$ cat src/rtl/bcd_to_binary.sv
// Sequential packed-BCD to binary converter, one digit per clock, MSD first (acc = acc*10 + digit).
// Optional macro BCD_CHECK_EN: flag nibbles > 9 via err and force bin_out to 0.
module bcd_to_binary #(
  parameter int DIGITS = 8
) (
  input  logic                  clk,
  input  logic                  rst_n,
  input  logic                  start,
  input  logic [4*DIGITS-1:0]   bcd_in,
  output logic                  busy,
  output logic                  done,
  output logic [31:0]           bin_out,
  output logic                  err
);

  typedef enum logic [1:0] {
    IDLE = 2'd0,
    CONV = 2'd1,
    DONE = 2'd2
  } state_t;

  localparam logic [3:0] LAST = 4'(DIGITS - 1);

  state_t              state_q, state_d;
  logic [31:0]         acc_q, acc_d;
  logic [4*DIGITS-1:0] sr_q, sr_d;
  logic [3:0]          cnt_q, cnt_d;
  logic [31:0]         bin_q, bin_d;
  logic                err_q, err_d;
  logic                bad_q, bad_d;

  logic [3:0]          nib;
  logic [31:0]         acc_next;
  logic                bad_next;

  assign nib      = sr_q[4*DIGITS-1 -: 4];
  assign acc_next = (acc_q << 3) + (acc_q << 1) + {28'd0, nib};

`ifdef BCD_CHECK_EN
  assign bad_next = bad_q | (nib > 4'd9);
`else
  assign bad_next = 1'b0;
`endif

  always_ff @(posedge clk) begin
    if (!rst_n) begin
      state_q <= IDLE;
      acc_q   <= '0;
      sr_q    <= '0;
      cnt_q   <= '0;
      bin_q   <= '0;
      err_q   <= 1'b0;
      bad_q   <= 1'b0;
    end else begin
      state_q <= state_d;
      acc_q   <= acc_d;
      sr_q    <= sr_d;
      cnt_q   <= cnt_d;
      bin_q   <= bin_d;
      err_q   <= err_d;
      bad_q   <= bad_d;
    end
  end

  always_comb begin
    state_d = state_q;
    acc_d   = acc_q;
    sr_d    = sr_q;
    cnt_d   = cnt_q;
    bin_d   = bin_q;
    err_d   = err_q;
    bad_d   = bad_q;
    unique case (state_q)
      IDLE: begin
        if (start) begin
          sr_d    = bcd_in;
          acc_d   = '0;
          bad_d   = 1'b0;
          cnt_d   = '0;
          state_d = CONV;
        end
      end
      CONV: begin
        acc_d = acc_next;
        sr_d  = sr_q << 4;
        cnt_d = cnt_q + 4'd1;
        bad_d = bad_next;
        if (cnt_q == LAST) begin
          // bin_out/err only ever change here, so they hold between conversions
          bin_d   = bad_next ? 32'd0 : acc_next;
          err_d   = bad_next;
          state_d = DONE;
        end
      end
      DONE: begin
        state_d = IDLE;
      end
      default: begin
        state_d = IDLE;
      end
    endcase
  end

  assign busy    = (state_q == CONV);
  assign done    = (state_q == DONE);
  assign bin_out = bin_q;
  assign err     = err_q;

endmodule

$ cat config.mk
export PLATFORM = sky130hd
export DESIGN_NAME = bcd_to_binary
export DESIGN_NICKNAME = d
export VERILOG_FILES = /design/src/rtl/bcd_to_binary.sv
export SDC_FILE = /design/constraint.sdc
export NUM_CORES = 1
export LEC_CHECK = 0
export ABC_AREA = 1
export BUFFER_PORTS_ARGS = -buffer_cell sky130_fd_sc_hd__buf_4
export CAP_MARGIN = 20
export CELL_PAD_IN_SITES_DETAIL_PLACEMENT = 1
export CELL_PAD_IN_SITES_GLOBAL_PLACEMENT = 2
export CORE_ASPECT_RATIO = 0.75
export CORE_UTILIZATION = 33
export CTS_CLUSTER_SIZE = 20
export DETAILED_ROUTE_END_ITERATION = 6
export PLACE_DENSITY = 0.9
export REMOVE_ABC_BUFFERS = 1
export SLEW_MARGIN = 20
export SYNTH_ARGS = -nofsm -noshare
export SYNTH_HDL_FRONTEND = slang
export SYNTH_SLANG_ARGS = --single-unit
$ cat constraint.sdc
create_clock -name clk -period 3.1 [get_ports clk]
set_input_delay 0.31 -clock clk [delete_from_list [all_inputs] [get_ports clk]]
set_output_delay 0.31 -clock clk [all_outputs]
set_load 0.02 [all_outputs]
==> run summary <==
sequential share of the synthesized area = 30.8%
final instance area = 7630 µm²
Die Area = 20500 µm²
Startpoint Class = flop
data arrival time of the critical path = 2.98 ns
Req. time, crit path = 3.37 ns
status = finished clean
post-CTS resize count = 0
Hold WS = 0.158 ns
most instantiated library cell after synthesis = nand2_1
P_leak = 0.00414 µW
Hold Fails Final Rpt = 0
# Max-Cap Violations = 0
total negative slack = 0 ns
port bufs = 68
cell area after technology mapping = 6570 µm²
CP Capture Type = flop
Final Slew Violations = 0
CTS clk-pin slew, worst paths = 0.09 ns
min-delay src = bcd_in[9]
FF+latch count, synth = 101
EDFF count, synth = 0
clock skew = 0.0137 ns
largest net degree at the start of global routing = 50
endpoints failing setup = 0
pwr dens = 372 nW/µm²
CTS tree = built
IO Count = 70
drt drc = 0
Core ar. = 19400 µm²
Yosys top cell by area = dfxtp_1
share of cells above drive strength 1 = 11.7%
Area contributors post-synth = dfxtp_1 (31%), nand2_1 (18%), ha_1 (11%)
Synthesis Warnings = 0
CTS Buf Count = 9
post-synth top area share = 30.8%
slew margin rel. = 58.0%
1st-pass router iterations = 4
Hold/Removal Path Class = in -> reg
Worst setup startpoint = acc_q[0]
number of global-route vias before repair = 6378
clock latency on the worst-skew pair = 0.38 ns
P&R area growth vs syn = 16.1%
Synth async-reset ratio = 0%
Overflow after GRT = 0
diode count = 0
routed vias = 6289
gpl congestion = 0.898
first-pass GRT wire length = 32900 µm
Synth Instances = 1000
min Tclk post-route = 2.71 ns
final worst slack = 0.388 ns
ANT nets after route = 0
Reg area = 2020 µm²
syn avg cell area = 6.57 µm²
FMAX = 369 MHz
total clock sinks = 101
area post-placement = 7310 µm²
total chip power = 2840 µW
# hold bufs at CTS = 0
WL final = 20000 µm
Initial DRC Count = 265
fin crit share = 87.5%
Final nets = 1155
initial antenna violation count = 0
Fillers = 2541
Setup WS pre-CTS = 0.436 ns
RSZ-0062 raised after global routing = false
row cnt = 44
total track usage = 21.1%
Setup Fix Bufs, Post-CTS = 0
H-tree depth = 3
crit-path max FO = 4
Die Y = 124 µm
via/cell ratio = 4.78
Die X = 165 µm
Initial Util = 33.8%
post-synth cell types = 45
Worst Max-Slew Pin Slew = 0.629 ns
post-DR wirelength/cell = 15.2 µm
Peak supply drop = 0.000223 V
post-DP HPWL = 15500 µm
multi-input logic area = 3710 µm²
Crit Path Class = reg -> reg
clk root buf = clkbuf_16
ys flop type = dfxtp_1
Post-synth top cells = nand2_1 (319), inv_1 (174), dfxtp_1 (101)
R2R Path Start = acc_q[0]
Max Buffers Root-to-Sink = 2
report_power, final:
part,switching [µW],internal (µW),total [µW]
clock network,611,580,1190
registers,20.4,1340,1360
logic,189,97.6,286
layout make-up:
class	count	area share (%)
multi-input cells	688	48.6
flip-flops and latches	101	26.5
inverters	182	8.99
repair buffers	77	7.58
well taps	253	4.15
clock buffers	9	2.95
clock inverters	7	1.21
routing by layer:
layer | vias up | global-route usage (%) | share of wire, %
li1 | 3257 | - | -
met1 | 2935 | 28.6 | 51
met2 | 85 | 34.4 | 44
met3 | 12 | 4.56 | 4.7
met4 | 0 | 4.19 | 0.80
met5 | - | 0 | 0
worst max-delay path: stages, from the launching register on:
cell and delay (ns):
dfxtp_1 0.35, inv_1 0.07, fa_1 0.52, fa_1 0.48
inv_1 0.12, nand3_1 0.08, nand3_1 0.21, nand2_1 0.08
nand2_1 0.19, nand2_1 0.11, nand2_1 0.08, nand2_1 0.07
nand3_1 0.08, nand2_1 0.05, nand2_1 0.06, inv_1 0.04
path summary, 6_finish.rpt:
path | to | slack, ns | cells past startpoint
max | bin_out[18] | 0.39 | 15
min reg2reg | acc_q[29] | 0.46 | 2
min | sr_q[9] | 0.16 | 3
max reg2reg | bin_out[18] | 0.39 | 15
sequential cells by signal, indices dropped and copies added (netlist names):
signal / flops
acc_q: 31
cnt_q: 4
bin_out: 32
sr_q: 32
state_q: 2
cells in the final DEF, fill, tap and decap left out, types with 3 or more instances in the layout:
master,Yosys,routed
nand2_1,319,319
nand4_1,7,7
o21bai_1,4,4
dfxtp_1,101,101
o21ai_1,9,9
o21ai_0,31,31
ha_1,59,59
inv_2,7,7
clkbuf_16,0,9
buf_4,5,77
nand3_2,3,3
xor2_1,8,8
nand2_2,6,6
nor2_2,4,4
a21oi_1,32,32
xnor2_1,5,5
nor2_1,85,85
o211ai_1,8,8
o221ai_1,11,11
nand3_1,61,61
inv_1,174,174
nor3_1,4,4
a221oi_1,3,3
a22oi_1,4,4
clkinv_8,0,4
per-stage QoR:
step | cells | utilization [%]
2_1_floorplan | 971 | -
3_3_place_gp | 1301 | 37.6
3_5_place_dp | 1301 | 37.6
4_1_cts | 1317 | 39.2
5_1_grt | 1317 | 39.2
6_report | 1317 | 39.2
kinds of logic (layout without fill, tap and decap cells):
logic type               count (synthesis)  in the layout  synth area share [%]
other                                    1              1                0.0571
AND/OR/NAND/NOR                        499            499                  31.8
AO/OA/AOI/OAI                          114            114                  11.0
buffers and inverters                  211            275                  12.8
XOR/XNOR                                13             13                  1.73
adder cells (fa/ha/maj)                 61             61                  11.8
flip-flops                             101            101                  30.8
Power figures use the tool's default switching activity.
